==> config.mk <==
export PLATFORM = sky130hd
export DESIGN_NAME = popcnt_arb
export DESIGN_NICKNAME = d
export VERILOG_FILES = /design/src/rtl/popcnt_arb.sv
export SDC_FILE = /design/constraint.sdc
export NUM_CORES = 1
export LEC_CHECK = 0
export ABC_AREA = 1
export CAP_MARGIN = 20
export CORE_UTILIZATION = 44
export CTS_BUF_LIST = sky130_fd_sc_hd__clkbuf_4
export DETAILED_ROUTE_END_ITERATION = 16
export GPL_TIMING_DRIVEN = 0
export HOLD_SLACK_MARGIN = 0.03
export PLACE_DENSITY = 0.95
export SYNTH_ARGS = -nofsm -noshare
export SYNTH_HDL_FRONTEND = slang
export SYNTH_SLANG_ARGS = --single-unit
export TNS_END_PERCENT = 50
==> constraint.sdc <==
create_clock -name clk_i -period 6.2 [get_ports clk_i]
set_input_delay 1.24 -clock clk_i [delete_from_list [all_inputs] [get_ports clk_i]]
set_output_delay 1.24 -clock clk_i [all_outputs]
set_load 0.03 [all_outputs]
==> src/rtl/popcnt_arb.sv <==
// popcnt_arb: round-robin arbiter sharing one popcount core among NREQ requesters.
// Latency: accept -> issue next cycle -> response one cycle after core_val_i (4-cycle minimum accept spacing).
// Backpressure: one transaction in flight, req_rdy_o held 0 outside IDLE; POPCNT_ARB_TIMEOUT_EN adds a WAIT watchdog.
module popcnt_arb #(
  parameter int WIDTH   = 32,
  parameter int NREQ    = 4,
  parameter int TIMEOUT = 64
) (
  input  logic                       clk_i,
  input  logic                       rst_i,
  input  logic [NREQ-1:0]            req_val_i,
  input  logic [NREQ*WIDTH-1:0]      req_data_i,
  output logic [NREQ-1:0]            req_rdy_o,
  output logic                       core_val_o,
  output logic [WIDTH-1:0]           core_data_o,
  input  logic                       core_val_i,
  input  logic [$clog2(WIDTH)+1:0]   core_data_i,
  output logic [NREQ-1:0]            resp_val_o,
  output logic [$clog2(WIDTH)+1:0]   resp_data_o,
  output logic                       resp_err_o
);

  localparam int GW = $clog2(NREQ);
  localparam logic [NREQ-1:0] ONE = NREQ'(1);

  typedef enum logic [1:0] {IDLE, ISSUE, WAIT, RESP} state_t;

  state_t          state;
  logic [GW-1:0]   last_grant;
  logic [GW-1:0]   grant_idx;
  logic            grant_any;
  int              pos;

`ifdef POPCNT_ARB_TIMEOUT_EN
  localparam int TW = $clog2(TIMEOUT + 1);
  logic [TW-1:0]   wd_cnt;
  logic            err_q;
  assign resp_err_o = err_q;
`else
  assign resp_err_o = 1'b0;
`endif

  // Round-robin pick: scan offsets from the far end so the nearest requester after last_grant wins.
  always_comb begin
    grant_any = 1'b0;
    grant_idx = last_grant;
    pos       = 0;
    for (int off = NREQ; off >= 1; off--) begin
      pos = (int'(last_grant) + off) % NREQ;
      if (req_val_i[pos[GW-1:0]]) begin
        grant_any = 1'b1;
        grant_idx = GW'(pos);
      end
    end
  end

  // Accept strobe is combinational so the requester sees it in the same IDLE cycle.
  always_comb begin
    req_rdy_o = '0;
    if (state == IDLE && grant_any) begin
      req_rdy_o[grant_idx] = 1'b1;
    end
  end

  // Transaction FSM with registered core/response outputs.
  always_ff @(posedge clk_i or posedge rst_i) begin
    if (rst_i) begin
      state       <= IDLE;
      last_grant  <= GW'(NREQ - 1);
      core_val_o  <= 1'b0;
      core_data_o <= '0;
      resp_val_o  <= '0;
      resp_data_o <= '0;
`ifdef POPCNT_ARB_TIMEOUT_EN
      wd_cnt      <= '0;
      err_q       <= 1'b0;
`endif
    end else begin
      case (state)
        IDLE: begin
          if (grant_any) begin
            core_data_o <= req_data_i[int'(grant_idx)*WIDTH +: WIDTH];
            last_grant  <= grant_idx;
            core_val_o  <= 1'b1;
            state       <= ISSUE;
          end
        end
        ISSUE: begin
          core_val_o <= 1'b0;
          state      <= WAIT;
`ifdef POPCNT_ARB_TIMEOUT_EN
          wd_cnt     <= '0;
`endif
        end
        WAIT: begin
          // A core answer arriving on the final watchdog cycle still wins.
          if (core_val_i) begin
            resp_data_o <= core_data_i;
            resp_val_o  <= ONE << last_grant;
            state       <= RESP;
`ifdef POPCNT_ARB_TIMEOUT_EN
            err_q       <= 1'b0;
          end else if (wd_cnt == TW'(TIMEOUT - 1)) begin
            resp_data_o <= '0;
            err_q       <= 1'b1;
            resp_val_o  <= ONE << last_grant;
            state       <= RESP;
          end else begin
            wd_cnt      <= wd_cnt + TW'(1);
`endif
          end
        end
        RESP: begin
          resp_val_o <= '0;
          state      <= IDLE;
        end
        default: state <= IDLE;
      endcase
    end
  end

endmodule

==> flow_summary.json, run 1 <==
{
  "p_switching_mw": 2.16,
  "grt_pass1_vias": 4550,
  "die_y_um": 93.0,
  "drc_errors": 0,
  "rsz0062_at_grt": "no",
  "synth_simple_gate_area_frac": 0.473,
  "ys_seq_area_frac": 0.330,
  "fmax_mhz": 195,
  "drive_gt1_frac": 0.0567,
  "p_comb_frac": 0.788,
  "cts_hold_buf": 0,
  "grt_pass1_wl_um": 21300,
  "clk_pin_slew_ns": 0.14,
  "synth_compound_area_frac": 0.0165,
  "cp_slowest_cell": "clkdlybuf4s50_1",
  "grt_max_degree": 44,
  "powerDensity_nw_per_um2": 665,
  "htree_levels": 2,
  "endpoint_kind": "output port",
  "cts-root-buf": "clkbuf_4",
  "cpPeakStageDelay_ns": 0.75,
  "synth_area_per_cell_um2": 5.94,
  "grtUsageTotal": 0.314,
  "gr-total-overflow": 0,
  "rows": 32,
  "cts_setup_buffers": 0,
  "vias": 4614,
  "critPathRequiredTime_ns": 4.96,
  "antenna_found_initial": 0,
  "initial_utilization": 0.464,
  "routabilityCongestion": 0.903,
  "seq_power_share": 0.150,
  "postRouteAntennaNets": 0,
  "status": "completed",
  "crit_chain": "clkdlybuf4s50_1 -> inv_1 -> nand2_1 -> nand3_1 -> nand3_1 -> nand2_1 -> nand2_2 -> clkinv_1 -> clkbuf_1 -> nor3_1 -> clkdlybuf4s50_1",
  "clockBufferDepth": 2,
  "area_delta_synth_final_pct": 58.9,
  "max_slew_margin": 0.656,
  "yosysUniqueCellTypes": 23,
  "ir_drop_uv": 467,
  "path_delay_family": "buffers and inverters",
  "via_per_inst": 5.05,
  "path_buf_inv": 5,
  "p_clk_frac": 0.062,
  "final.min_clock_period_ns": 5.13,
  "ys_warn_count": 0,
  "antenna_cells": 0,
  "crit_fanout": 10,
  "place.port_buffers": 189,
  "skew_ns": 0.0111,
  "die-area_um2": 8650,
  "timing_worst_setup_path_type": "input port to output port",
  "wire_per_inst_um": 14.5,
  "die_w_um": 93.0,
  "fin_crit_sh": 0.828,
  "intPower_mw": 1.69,
  "hold_viol_final": 0,
  "hpwl_um": 10500,
  "setup_violations": 0,
  "slew_viol_final": 0,
  "drv_cap": 0,
  "synth_seq_cells": 48,
  "dr.pass1.iters": 5,
  "clock_latency_ns": 0.39,
  "cts_tree": "built",
  "syn-num-nets": 763,
  "cp.arrival_ns": 3.89,
  "wirelength_um": 13300,
  "min_path_type": "register to register",
  "cts_made_buffers": 5,
  "p_sw_frac": 0.561,
  "fillers": 609,
  "drtIter0Drc": 252,
  "cts_num_sinks": 48,
  "syn_inst": 613,
  "coreArea_um2": 7850,
  "tightestPinTransition_ns": 0.516,
  "synth-adder-area-share": 0.0275,
  "power_mw": 3.85,
  "synth_top_family_by_area": "simple AND/OR/NAND/NOR gates",
  "synthesis.area_um2": 3640,
  "p_leak_nw": 3.17,
  "muxShareOfSynthArea": 0,
  "critPathLaunchType": "input port",
  "post_cts_resized": 0,
  "num-nets-final": 960,
  "synth_xor_area_frac": 0,
  "io_pins": 191,
  "tns_ns": 0
}
## routing by layer
metal / vias up / track usage / wire, um
met5: - / 0 / 0
met4: 0 / 0.144 / 507
li1: 2242 / - / -
met2: 248 / 0.567 / 6680
met1: 2084 / 0.358 / 4980
met3: 40 / 0.0585 / 1100
## layout make-up
cell class,count,area (um2),area share
clock buffers,5,37.5,0.00649
repair buffers,190,1910,0.330
flip-flops and latches,48,1200,0.208
inverters,91,342,0.0590
clock inverters,3,68.8,0.0119
multi-input cells,439,1890,0.326
plain buffers,35,210,0.0363
well taps,102,128,0.0220
## Yosys cell counts (all sizes together)
cell type	n	area share
conb	1	0.0010
nor2	4	0.0048
o21ai	10	0.014
and2	2	0.0034
nand2	303	0.31
nand3	106	0.15
a21oi	2	0.0027
nor3	2	0.0027
clkbuf	6	0.0062
buf	29	0.052
clkinv	1	0.0010
inv	90	0.093
nor4	1	0.0034
dfstp	2	0.014
ha	8	0.027
dfrtp	46	0.32
## cells by family (layout without fill, tap and decap cells)
logic type	Yosys count	in the layout
compound gates	12	12
fa+ha+maj	8	8
buf+inv	126	324
flops	48	48
other cells	1	1
simple gates	418	418
## sequential cells by signal, indices dropped and copies added (netlist names)
register,flops
core_val_o,1
last_grant,2
core_data_o,32
resp_val_o,4
resp_data_o,7
state,2
## tightest hold or removal path, cell delays in order, from the launching register on
cell,delay (ns)
dfrtp_1,0.37
nand2_1,0.05
nand2_1,0.05
## through the flow
step           hold WS (ns)  cell area [um2]   util  instances  setup WS, ns
2_1_floorplan         0.503             3640      -        613          2.10
3_3_place_gp          0.460             5660  0.721        904          1.16
3_5_place_dp          0.464             5680  0.724        905          1.11
4_1_cts               0.499             5790  0.738        913          1.10
5_1_grt               0.506             5790  0.738        913         0.814
6_report              0.495             5790  0.738        913          1.07
## worst paths after layout
kind,from,to,slack (ns),cells past startpoint
max,req_val_i[2],req_rdy_o[2],1.07,11
min,core_data_o[10],core_data_o[10],0.49,2
max reg2reg,last_grant[0],core_data_o[13],3.53,13
min reg2reg,core_data_o[10],core_data_o[10],0.49,2
max in group asynchronous,rst_i,last_grant[0],4.63,3
min in group asynchronous,rst_i,core_data_o[29],1.06,2
## cells in the final DEF (no fill, tap or decap), drive strengths merged
master         instances
nand2                303
clkdlybuf4s50        189
nand3                106
inv                   91
dfrtp                 46
buf                   30
clkbuf                11
o21ai                 10
ha                     8
nor2                   4
and2                   2
a21oi                  2
nor3                   2
bufinv                 2
dfstp                  2
clkinv                 1
nor4                   1
conb                   1
## power groups by stage
stage | registers (mW) | logic (mW) | clock network [mW]
2_1_floorplan | 0.832 | 1.77 | 0
3_3_place_gp | 0.572 | 2.87 | 0
3_5_place_dp | 0.582 | 2.99 | 0
4_1_cts | 0.576 | 3.01 | 0.240
5_1_grt | 0.594 | 3.36 | 0.250
6_report | 0.578 | 3.03 | 0.238
Power figures use the tool's default switching activity.
==> inputs of run 2 (changes only) <==
- CORE_UTILIZATION: 44 -> 37
- PLACE_DENSITY: 0.95 -> 0.87
- clock period: 6.2 -> 4.7 ns (I/O delays scaled with it)
==> run 2 against run 1 <==
Wire length is 9.3% lower. Via count is 5.0% lower. Die area is 18% higher. Hold slack better by 0.0017 ns. First-iteration DRC count is 48% lower. Sequential cell count stayed put. Non-clock buffer count stayed put. Combinational power is 29% higher. Clock power is 11% higher.
==> flow_summary.json, run 2 (synthesis results as in run 1) <==
{
  "status": "completed",
  "drv_cap": 0,
  "vias": 4383,
  "cp.arrival_ns": 3.52,
  "largest_register_ffs": 32,
  "multi_input_area_um2": 1890,
  "cts_hold_buf": 0,
  "area_delta_synth_final_pct": 59.3,
  "final.min_clock_period_ns": 4.46,
  "power_mw": 4.92,
  "routabilityCongestion": 0.817,
  "htree_levels": 2,
  "cts-root-buf": "clkbuf_4",
  "hold_depth": 2,
  "wirelength_um": 12000,
  "final.setup.worst_slack_ns": 0.241,
  "cts_made_buffers": 5,
  "final_cell_mix": "nand2_1, clkdlybuf4s50_1, nand3_1",
  "initial_utilization": 0.389,
  "setup_violations": 0,
  "critPathRequiredTime_ns": 3.76,
  "slew_viol_final": 0,
  "hold_viol_final": 0,
  "reg.largest.list": "core_data_o (32), resp_data_o (7), resp_val_o (4)",
  "top_register": "core_data_o",
  "die-area_um2": 10200,
  "p_leak_nw": 3.16,
  "path_common_cell": "nand3_1",
  "die_w_um": 101,
  "clockBufferDepth": 2,
  "hpwl_um": 9150,
  "place.port_buffers": 189,
  "dr.pass1.iters": 4,
  "num-nets-final": 960,
  "fin_crit_sh": 0.949,
  "coreArea_um2": 9370,
  "antenna_cells": 0,
  "clock_latency_ns": 0.37,
  "cpPeakStageDelay_ns": 0.70,
  "cp_slowest_cell": "clkdlybuf4s50_1",
  "tightestPinTransition_ns": 0.545,
  "powerDensity_nw_per_um2": 849,
  "endpoint_kind": "output port",
  "tns_ns": 0,
  "skew_ns": 0.0210,
  "grt_max_degree": 26,
  "min_path_type": "register to register",
  "fillers": 922,
  "max_slew_margin": 0.636,
  "r2r.worst_path.cells": 13,
  "clk_pin_slew_ns": 0.16,
  "rows": 35,
  "drive_gt1_frac": 0.0567,
  "die_y_um": 101,
  "gr-total-overflow": 0,
  "grtUsageTotal": 0.248,
  "crit_chain": "inv_2 -> ha_1 -> inv_1 -> nand3_1 -> nand3_1 -> nand2_1 -> nand2_2 -> clkinv_1 -> clkbuf_1 -> nor3_1 -> clkdlybuf4s50_1",
  "cts_num_sinks": 48,
  "ir_drop_uv": 386,
  "post_cts_resized": 0,
  "fmax_mhz": 224,
  "io_pins": 191,
  "rsz0062_at_grt": "no",
  "crit_fanout": 10,
  "cts_setup_buffers": 0,
  "antenna_found_initial": 0,
  "drtIter0Drc": 130,
  "critPathLaunchType": "register",
  "via_per_inst": 4.66,
  "dpl_cell_area_um2": 5720,
  "grt_pass1_vias": 4278,
  "timing_worst_setup_path_type": "register to output port",
  "drc_errors": 0,
  "regArea_um2": 1200,
  "grt_pass1_wl_um": 19700,
  "final_common_cell": "nand2_1",
  "design_area_um2": 5800,
  "cts_tree": "built",
  "postRouteAntennaNets": 0,
  "place_ws_ns": 0.232,
  "wire_per_inst_um": 12.8
}
-- run 2: cell count changes in the layout (fill, tap and decap cells not counted) --
cell	previous run	this run
inv_6	1	0
bufinv_16	2	1
clkinv_4	0	2
-- run 2: cell type report --
class,count,area share
plain buffers,35,0.0362
clock buffers,5,0.00647
clock inverters,3,0.00820
inverters,91,0.0589
multi-input cells,439,0.325
flip-flops and latches,48,0.208
well taps,129,0.0278
repair buffers,190,0.330
-- run 2: power breakdown --
| part | total [mW] | leakage [nW] | switching, mW | internal (mW) |
|---|---|---|---|---|
| Combinational | 3.91 | 2.52 | 2.48 | 1.43 |
| Sequential | 0.748 | 0.597 | 0.118 | 0.630 |
| Clock | 0.264 | 0.0454 | 0.150 | 0.114 |
-- run 2: critical path: cells and delay by family, from the launching register on --
kind	cells	cell delay [ns]
adders and majority gates	1	0.34
DFF	1	0.66
and+or+nand+nor	5	0.68
buffers and inverters	5	1.49
-- run 2: per-stage QoR --
stage / hold slack [ns] / utilization / cells
global placement: 0.461 / 0.608 / 931
global route: 0.524 / 0.619 / 940
CTS: 0.500 / 0.619 / 940
detailed placement: 0.465 / 0.610 / 932
finish: 0.496 / 0.619 / 940
floorplan: 0.503 / - / 613
-- run 2: path summary, 6_finish.rpt --
kind                                        to            from  slack [ns]
min in group asynchronous       core_data_o[0]           rst_i        0.91
max in group asynchronous        last_grant[0]           rst_i        3.20
worst min-delay path            core_data_o[8]  core_data_o[8]        0.50
worst max-delay path              req_rdy_o[2]   last_grant[0]        0.24
worst min register to register  core_data_o[8]  core_data_o[8]        0.50
worst max register to register  core_data_o[4]   last_grant[0]        2.04
-- run 2: layer usage --
layer  vias to the layer above  GRT usage  wire length (um)
li1                       2243          -                 -
met1                      1953      0.299              5200
met2                       167      0.442              5680
met3                        20     0.0518               905
met4                         0     0.0769               262
met5                         -          0                 0
